==> src/rtl/pool_pkg.sv <==
// ---------------------------------------------------------------------------
// pool_pkg
// Shared definitions for the pooling-engine channel scheduler.
//   SYS_WIDTH_DEF      : default feature-map row width (must be even)
//   pool_sched_state_t : scheduler FSM state encoding
//   total_out()        : pooled outputs produced for one width x width map
// ---------------------------------------------------------------------------
package pool_pkg;

  localparam int SYS_WIDTH_DEF = 28;

  typedef enum logic [1:0] {
    IDLE  = 2'd0,
    START = 2'd1,
    RUN   = 2'd2,
    DONE  = 2'd3
  } pool_sched_state_t;

  // 2x2 pooling with stride 2 halves each dimension.
  function automatic int total_out(input int width);
    return (width / 2) * (width / 2);
  endfunction

endpackage

==> src/rtl/rr_arbiter_comb.sv <==
// ---------------------------------------------------------------------------
// rr_arbiter_comb
// Purely combinational round-robin pick. The search starts one position after
// last_idx and wraps, so the previous winner has the lowest priority.
// Ports:
//   req        in  N_CH   request vector
//   last_idx   in  IDX_W  index of the most recently served requester
//   gnt_onehot out N_CH   one-hot winner (zero when no request)
//   gnt_idx    out IDX_W  binary winner index (zero when no request)
//   any        out 1      at least one request present
// ---------------------------------------------------------------------------
module rr_arbiter_comb #(
  parameter  int N_CH  = 4,
  localparam int IDX_W = $clog2(N_CH)
) (
  input  logic [N_CH-1:0]  req,
  input  logic [IDX_W-1:0] last_idx,
  output logic [N_CH-1:0]  gnt_onehot,
  output logic [IDX_W-1:0] gnt_idx,
  output logic             any
);

  logic [IDX_W-1:0] cand;

  always_comb begin
    gnt_onehot = '0;
    gnt_idx    = '0;
    any        = 1'b0;
    cand       = '0;
    // k runs 1..N_CH so the last candidate examined is last_idx itself;
    // a lone requester that was just served is therefore re-granted.
    for (int k = 1; k <= N_CH; k++) begin
      cand = IDX_W'((int'(last_idx) + k) % N_CH);
      if (!any && req[cand]) begin
        any              = 1'b1;
        gnt_idx          = cand;
        gnt_onehot[cand] = 1'b1;
      end
    end
  end

endmodule

==> src/rtl/pool_channel_scheduler.sv <==
// ---------------------------------------------------------------------------
// pool_channel_scheduler
// Time-shares one pooling engine among N_CH channel requesters, one feature
// map per grant, granted round-robin.
// Ports:
//   clk, nrst     clock (rising edge), asynchronous active-low reset
//   ch_req        per-channel job request (level, held until ch_done)
//   abort         synchronous abort of the current job
//   pool_done     one pulse per pooled output from the pooling controller
//   pool_start    one-cycle start pulse to the pooling controller
//   grant         one-hot engine owner, zero when free
//   grant_idx     binary owner index, valid while busy
//   busy          engine owned (START or RUN)
//   ch_done       one-cycle one-hot completion pulse
//   out_count     pooled outputs received in the current job
//   err_spurious  sticky: pool_done seen outside RUN
//   dbg_state     current FSM state
//
// Handshake: a channel raises ch_req and holds it. The scheduler arbitrates
// only in IDLE; the winner sees grant/pool_start the next cycle. The job ends
// when TOTAL_OUT pool_done pulses have arrived, marked by ch_done for one
// cycle, after which the channel may drop or keep its request. Changes of
// ch_req during a job are not observed until the scheduler is back in IDLE.
// abort ends the job early with no ch_done and leaves the priority untouched.
// ---------------------------------------------------------------------------
module pool_channel_scheduler
  import pool_pkg::*;
#(
  parameter  int N_CH      = 4,
  parameter  int SYS_WIDTH = SYS_WIDTH_DEF,
  localparam int TOTAL_OUT = total_out(SYS_WIDTH),
  localparam int CNT_W     = $clog2(TOTAL_OUT + 1),
  localparam int IDX_W     = $clog2(N_CH)
) (
  input  logic             clk,
  input  logic             nrst,
  input  logic [N_CH-1:0]  ch_req,
  input  logic             abort,
  input  logic             pool_done,
  output logic             pool_start,
  output logic [N_CH-1:0]  grant,
  output logic [IDX_W-1:0] grant_idx,
  output logic             busy,
  output logic [N_CH-1:0]  ch_done,
  output logic [CNT_W-1:0] out_count,
  output logic             err_spurious,
  output logic [1:0]       dbg_state
);

  pool_sched_state_t state_q, state_d;
  logic [N_CH-1:0]   grant_q, grant_d;
  logic [IDX_W-1:0]  idx_q, idx_d;
  logic [IDX_W-1:0]  last_q, last_d;
  logic [CNT_W-1:0]  cnt_q, cnt_d;
  logic              err_q, err_d;

  logic [N_CH-1:0]   arb_onehot;
  logic [IDX_W-1:0]  arb_idx;
  logic              arb_any;

  rr_arbiter_comb #(.N_CH(N_CH)) u_arb (
    .req        (ch_req),
    .last_idx   (last_q),
    .gnt_onehot (arb_onehot),
    .gnt_idx    (arb_idx),
    .any        (arb_any)
  );

  always_comb begin
    state_d = state_q;
    grant_d = grant_q;
    idx_d   = idx_q;
    last_d  = last_q;
    cnt_d   = cnt_q;
    err_d   = err_q | (pool_done && (state_q != RUN));

    case (state_q)
      IDLE: begin
        // abort in IDLE suppresses arbitration for that cycle
        if (!abort && arb_any) begin
          grant_d = arb_onehot;
          idx_d   = arb_idx;
          cnt_d   = '0;
          state_d = START;
        end
      end
      START: state_d = RUN;
      RUN: begin
        // Saturating guard: the count can never pass TOTAL_OUT.
        if (pool_done && (cnt_q < CNT_W'(TOTAL_OUT))) begin
          cnt_d = cnt_q + CNT_W'(1);
          if (cnt_q == CNT_W'(TOTAL_OUT - 1)) state_d = DONE;
        end
      end
      DONE: begin
        last_d  = idx_q;
        grant_d = '0;
        state_d = IDLE;
      end
      default: state_d = IDLE;
    endcase

    // abort overrides everything outside IDLE, including a final pool_done.
    if (abort && (state_q != IDLE)) begin
      state_d = IDLE;
      grant_d = '0;
      cnt_d   = '0;
      last_d  = last_q;
    end
  end

  always_ff @(posedge clk or negedge nrst) begin
    if (!nrst) begin
      state_q <= IDLE;
      grant_q <= '0;
      idx_q   <= '0;
      last_q  <= IDX_W'(N_CH - 1);
      cnt_q   <= '0;
      err_q   <= 1'b0;
    end else begin
      state_q <= state_d;
      grant_q <= grant_d;
      idx_q   <= idx_d;
      last_q  <= last_d;
      cnt_q   <= cnt_d;
      err_q   <= err_d;
    end
  end

  assign pool_start   = (state_q == START);
  assign busy         = (state_q == START) || (state_q == RUN);
  // grant_q still holds the owner during DONE, so it doubles as the one-hot
  // completion vector; an abort in that cycle cancels the pulse.
  assign ch_done      = ((state_q == DONE) && !abort) ? grant_q : '0;
  assign grant        = grant_q;
  assign grant_idx    = idx_q;
  assign out_count    = cnt_q;
  assign err_spurious = err_q;
  assign dbg_state    = state_q;

endmodule
==> config.mk <==
export PLATFORM = sky130hd
export DESIGN_NAME = pool_channel_scheduler
export DESIGN_NICKNAME = d
export VERILOG_FILES = /design/src/rtl/pool_pkg.sv /design/src/rtl/rr_arbiter_comb.sv /design/src/rtl/pool_channel_scheduler.sv
export SDC_FILE = /design/constraint.sdc
export NUM_CORES = 1
export LEC_CHECK = 0
export CAP_MARGIN = 20
export CORE_MARGIN = 1
export CORE_UTILIZATION = 30
export CTS_CLUSTER_DIAMETER = 100
export DETAILED_ROUTE_END_ITERATION = 10
export HOLD_SLACK_MARGIN = 0.08
export REMOVE_ABC_BUFFERS = 1
export SLEW_MARGIN = 20
export SYNTH_ARGS = -nofsm -noshare
export SYNTH_HDL_FRONTEND = slang
export SYNTH_HIERARCHICAL = 1
export SYNTH_SLANG_ARGS = --single-unit
==> constraint.sdc <==
create_clock -name clk -period 3.6 [get_ports clk]
set_clock_uncertainty 0.1 [all_clocks]
set_input_delay 0.54 -clock clk [delete_from_list [all_inputs] [get_ports clk]]
set_output_delay 0.54 -clock clk [all_outputs]
set_load 0.01 [all_outputs]
## Yosys cells after proc, flatten, opt, wreduce, memory -nomap -nowiden

Cells that the tools add are included.

| cells by class | value |
|---|---|
| bitwise operators | 5 |
| reductions and logical operators | 26 |
| equality and inequality tests | 8 |
| muxes and demuxes | 41 |
| add/subtract/negate cells | 5 |
| order comparisons | 9 |

Operators with widths:

| operator | number |
|---|---|
| 2-to-1 mux 4 bit | 7 |
| 2-to-1 mux 8 bit | 3 |
| 2-to-1 mux 2 bit | 8 |
| one-hot mux 8 bit (2 select lines) | 1 |
| logical AND 1 bit | 12 |
| less-than comparator 2 x 3 -> 1 bit, second input constant | 4 |
| 2-to-1 mux 1 bit | 12 |
| bitwise OR 4 bit | 3 |
| inequality test 3 bit, second input constant | 3 |
| adder 8 x 1 -> 8 bit, second input constant | 1 |
| binary-select mux 1 bit (select 2 bit) | 4 |
| demux 1 bit (select 2 bit) | 4 |
| equality test 8 bit, second input constant | 1 |
| greater-or-equal comparator 2 x 1 -> 1 bit, second input constant | 4 |
| less-than comparator 8 bit, second input constant | 1 |
| one-hot mux 2 bit (4 select lines) | 1 |
| one-hot mux 4 bit (2 select lines) | 1 |
| AND reduction 2 bit | 3 |
| AND reduction 3 bit | 2 |
| nonzero test 3 bit | 2 |
| adder 2 x 1 -> 2 bit, second input constant | 2 |
| adder 2 bit, second input constant | 2 |
| equality test 2 bit, second input constant | 2 |
| logical NOT 1 bit | 4 |
| other kinds (7) | 7 |

| storage, ports and cells | value |
|---|---|
| logic and storage cells | 100 |
| bits in registers | 19 |
| input port bits | 8 |

## Logic depth before layout (Yosys ltp)

| depth | value |
|---|---|
| word-level depth | 17 |
| depth in mapped cells | 11 |
| depth with buffers taken out | 8 |

## By module

The synthesis kept the hierarchy.

By module, submodules not included:

| module | times used | seq. area each (µm²) | cells an instance | area an instance (µm²) |
|---|---|---|---|---|
| pool_channel_scheduler | 1 | 478.0 | 114 | 1091.0 |
| rr_arbiter_comb | 1 | 0.0 | 86 | 629.4 |

## Worst setup path after synthesis

OpenSTA, ideal clock, no wires.

| timing path | value |
|---|---|
| kind | register -> register |
| start point | register last_q[0] |
| end point | register grant_q[2] (netlist: grant[2]) |
| setup time | 0.126 ns |
| data required time | 3.374 ns |
| arrival | 2.619 ns |
| setup slack | 0.755 ns |
| cell stages (with the launch flop) | 12 |
| period minus slack after synthesis | 2.845 ns |
| path through | dfstp_2 -> buf_6 -> buf_2 -> inv_1 -> ha_1 -> clkbuf_1 -> inv_1 -> a31oi_1 -> o31ai_1 -> or3_1 -> a31oi_1 -> o21ai_0 |

| on the way | value |
|---|---|
| word-level cells in the longest chain between the ends | 16 |
| elaborated cells between the ends (all ways) | 55 |
| classes of those cells | add/sub (4); order compare (8); eq/ne (1); mux (27); bitwise (3); reduce/logical (12) |

Ends and longest elaborated chain:

| item | line | RTL |
|---|---|---|
| start, declared | pool_channel_scheduler.sv:53 | `logic [IDX_W-1:0] last_q, last_d;` |
| start signal, assigned | pool_channel_scheduler.sv:117 | `last_q <= IDX_W'(N_CH - 1);` |
| start signal, assigned | pool_channel_scheduler.sv:124 | `last_q <= last_d;` |
| parallel branches: the longest is 12 deep, another holds less-than comparator 2 x 3 -> 1 bit | n/a |  |
| 2-to-1 mux 4 bit (*) | rr_arbiter_comb.sv:34 | `if (!any && req[cand]) begin` |
| named net arb_onehot[2] | pool_channel_scheduler.sv:57 | `logic [N_CH-1:0] arb_onehot;` |
| 2-to-1 mux 4 bit (*) | pool_channel_scheduler.sv:80 | `if (!abort && arb_any) begin` |
| one-hot mux 4 bit (2 select lines) (*) | pool_channel_scheduler.sv:77 | `case (state_q)` |
| 2-to-1 mux 4 bit (*) | pool_channel_scheduler.sv:104 | `if (abort && (state_q != IDLE)) begin` |
| end signal, assigned | pool_channel_scheduler.sv:122 | `grant_q <= grant_d;` |
| end, declared | pool_channel_scheduler.sv:51 | `logic [N_CH-1:0] grant_q, grant_d;` |

Mark *: on every way through the listed nets, which the timed path passes. The select of a mux whose other input is x is not followed.
A chain may end at the register's enable or synchronous reset.

## Worst setup path in the final report

| timing path | value |
|---|---|
| start point | register last_q[0] |
| end point | register grant_q[3] (netlist: grant[3]) |

Same word-level chain as after synthesis.

==> Flow_metrics.wiki <==
{| class="wikitable"
! Metric !! Value
|-
| Cell area power density || 680 nW/um2
|-
| Setup Fix Bufs, Post-CTS || 0
|-
| Row cnt || 27
|-
| Area added between synthesis and finish || 22.0%
|-
| Origin of the worst min-delay path || err_spurious
|-
| Initial DRC count || about 170
|-
| Source-to-sink clock delay at the later pin of the worst-skew pair || 0.25 ns
|-
| Total non-filler cell area in the finished layout || 2100 um2
|-
| CP arrival || 3.02 ns
|-
| Register area share after synthesis || 27.8%
|-
| Die Footprint || about 6000 um2
|-
| Setup Viol. Count Final || 0
|-
| Req. time, crit path || 3.64 ns
|-
| Number of clock sinks seen by CTS || 19
|-
| Number of iterations in the first detailed-routing pass || 4
|-
| Drc violations || 0
|-
| Prevailing post-synth register cell || sky130_fd_sc_hd__dfrtp_1
|-
| Number of cells traversed by the worst register-to-register path || 8
|-
| Fmax || 336 MHz
|-
| # fillers || 564
|-
| Cell chosen for the clock root || sky130_fd_sc_hd__clkbuf_8
|-
| Post-route clock period utilization || between 80 and 90%
|-
| Height of the die || approximately 78 um
|-
| Via count || 1619
|-
| Leakage || approximately 0.83 nW
|-
| Number of register bits inferred by synthesis || 19
|-
| Starting Density || 31.2%
|-
| Max-cap violations || 0
|-
| Post-Place Cell Area || 2050 um2
|-
| Antenna diode count || 0
|-
| Distinct cell type count after synthesis || 48
|-
| List of most frequent post-synthesis cells || sky130_fd_sc_hd__nand2_1, sky130_fd_sc_hd__dfrtp_1, sky130_fd_sc_hd__inv_1, sky130_fd_sc_hd__ha_1, sky130_fd_sc_hd__a31oi_1
|-
| Ys Warns || 6
|-
| Count of hold-fix buffers inserted at cts || 0
|-
| Hold Crit Endpoint || err_spurious
|-
| NumNets Final || ~250
|-
| Count of cells resized by post-cts repair || 0
|-
| Combined global-route utilization of all metal layers || 13.7%
|-
| I/O pin cnt || 31
|-
| Unrepaired setup endpoints after global routing || no
|-
| Wire length after detailed routing || 4000 um
|-
| Outcome || complete, no violations
|-
| Hold Path Class || reg2reg
|-
| Top post-synthesis cells by area || sky130_fd_sc_hd__dfrtp_1, sky130_fd_sc_hd__ha_1, sky130_fd_sc_hd__nand2_1
|-
| Cell Area, Synth || 1720 um2
|-
| Largest stage delay on the critical path || a little under 0.8 ns
|-
| Layout cells sized above 1 || 8.93%
|-
| Clock transition at the register clock pins on the worst setup and hold paths after CTS || 0.07 ns
|-
| Slew @ Worst Pin || 0.867 ns
|-
| EDFF count, synth || 0
|-
| Die W || 77.7 um
|-
| Initial antenna violation count || 0
|-
| VDD IR-drop max || approximately 0.22 mV
|-
| Post-Synthesis Mean Instance Area || 8.60 um2
|-
| First-pass GRT wire length || 6800 um
|-
| Area of the core || approximately 5500 um2
|-
| CP cell instances || inv_1, ha_1, inv_1, a31oi_1, o31ai_1, a2111o_1, a31oi_1, o21ai_0
|-
| Number of hold-slack violations in the final timing report || 0
|-
| Antenna-violating nets left || 0
|-
| Wire length per cell || 13.5 um
|-
| Max-slew violation total from the final report || 0
|-
| Most area-hungry cell type in the Yosys netlist || sky130_fd_sc_hd__dfrtp_1
|-
| Maximum clock path buffer count || 2
|-
| Worst hold path depth || 1
|-
| Final HPWL from detailed placement || roughly 3000 um
|-
| Kind of end point of the critical path || flop
|-
| Number of vias per cell after detailed routing || 5.47
|-
| Worst R2R Start || last_q[0]
|-
| Synth top area share || 24.7%
|-
| Maximum fanout along the worst path || 21
|-
| Maximum number of pins on one net before global-route repair || 22
|-
| Minimum period implied by the final worst setup slack || roughly 3.0 ns
|-
| Gr ovfl total || 0
|-
| Startpoint-to-endpoint class of the critical path || reg2reg
|-
| Slowest stage cell, crit path || sky130_fd_sc_hd__dfstp_2
|-
| Sum of negative setup slack || 0 ns
|-
| # H-tree levels || 1
|-
| Minimum setup slack among reg-to-reg paths || 0.62 ns
|-
| Cts bufs inserted || 3
|-
| Hold Slack || 0.381 ns
|-
| Relative slew margins || 42.0%
|-
| Count of input and output buffers || 30
|-
| Endpoint of the worst-slack reg-to-reg timing path || grant[3]
|-
| Fraction of registers with async set/reset || 100%
|-
| Most frequently used cell type in the post-synthesis netlist || sky130_fd_sc_hd__nand2_1
|-
| Final weighted congestion of routability-driven global placement || between 0.9 and 1
|-
| Clock tree from TritonCTS || yes
|-
| Vias in the first global route || 1387
|-
| Cells after Synth || 200
|-
| Kind of launch point of the worst setup path || flop
|}
layout by cell type (no fill, tap or decap), types with 2 or more instances in the layout:
cell / instances
sky130_fd_sc_hd__inv_1: 15
sky130_fd_sc_hd__nand3b_1: 2
sky130_fd_sc_hd__a21oi_1: 9
sky130_fd_sc_hd__nand2b_1: 4
sky130_fd_sc_hd__o211ai_1: 3
sky130_fd_sc_hd__nor2b_1: 5
sky130_fd_sc_hd__clkdlybuf4s50_1: 30
sky130_fd_sc_hd__o31ai_1: 5
sky130_fd_sc_hd__nor2_1: 9
sky130_fd_sc_hd__mux4_2: 2
sky130_fd_sc_hd__mux2_2: 5
sky130_fd_sc_hd__a211oi_1: 3
sky130_fd_sc_hd__nand2_1: 20
sky130_fd_sc_hd__and2_1: 5
sky130_fd_sc_hd__clkbuf_8: 3
sky130_fd_sc_hd__a2111o_1: 4
sky130_fd_sc_hd__mux2i_1: 5
sky130_fd_sc_hd__o311ai_1: 3
sky130_fd_sc_hd__nand3_1: 9
sky130_fd_sc_hd__o21ai_0: 9
sky130_fd_sc_hd__dfstp_2: 2
sky130_fd_sc_hd__a31oi_1: 10
sky130_fd_sc_hd__nand4_1: 6
sky130_fd_sc_hd__ha_1: 13
sky130_fd_sc_hd__or3_1: 4
sky130_fd_sc_hd__dfrtp_1: 17
report_power, final:
group / leakage [nW] / internal, mW / switching [mW]
registers: 0.244 / 0.285 / 0.111
clock network: 0.0228 / 0.0786 / 0.0691
logic: 0.559 / 0.417 / 0.465
worst max path at each step:
stage          startpoint       end  depth (start not counted)
2_1_floorplan   last_q[0]  grant[2]                          8
3_3_place_gp    ch_req[0]  grant[2]                          7
3_5_place_dp    ch_req[0]  grant[2]                          7
4_1_cts         last_q[0]  grant[0]                          8
5_1_grt         last_q[0]  grant[2]                          8
6_report        last_q[0]  grant[3]                          8
cell families (layout without fill, tap and decap cells):
family / count (synthesis) / count (layout) / synth area share, %
simple gates: 73 / 73 / 23.2
compound gates: 58 / 58 / 24.1
buf+inv: 25 / 49 / 6.62
flops: 19 / 19 / 27.8
fa+ha+maj: 13 / 13 / 9.45
mux: 12 / 12 / 8.80
stage by stage:
step	worst slack (ns)	std cells	power (mW)	util, %
4_1_cts	0.658	296	1.43	38.1
3_3_place_gp	0.633	292	1.28	37.3
6_report	0.622	296	1.43	38.1
2_1_floorplan	1.00	190	0.978	-
5_1_grt	0.341	296	1.56	38.1
3_5_place_dp	0.640	292	1.27	37.3
layer usage:
layer  track usage, %  up-vias  routed length (um)
met1             19.7      772                1910
met2             21.2       53                1870
met5                0        -                   0
met3             2.71        4                 183
li1                 -      790                   -
met4             2.26        0                  31
final cells by class:
type / count / area (um2) / share of cell area (%)
sequential: 19 / 478 / 22.8
multi-input combinational: 156 / 1130 / 53.8
tap: 72 / 90.1 / 4.29
clock buffer: 4 / 45.0 / 2.15
timing repair buffer: 30 / 300 / 14.3
inverter: 15 / 56.3 / 2.68
sequential cells by signal, summed over array words and instances (netlist names):
name	count
out_count	8
grant	4
dbg_state	2
grant_idx	2
last_q	2
err_spurious	1
critical path: cells and delay by family (launching register included):
| kind | cells | cell delay (ns) |
|---|---|---|
| AO/OA/AOI/OAI | 5 | 1.09 |
| flip-flops | 1 | 0.79 |
| adder cells (fa/ha/maj) | 1 | 0.51 |
| buffers and inverters | 2 | 0.37 |
Power figures use the tool's default switching activity.
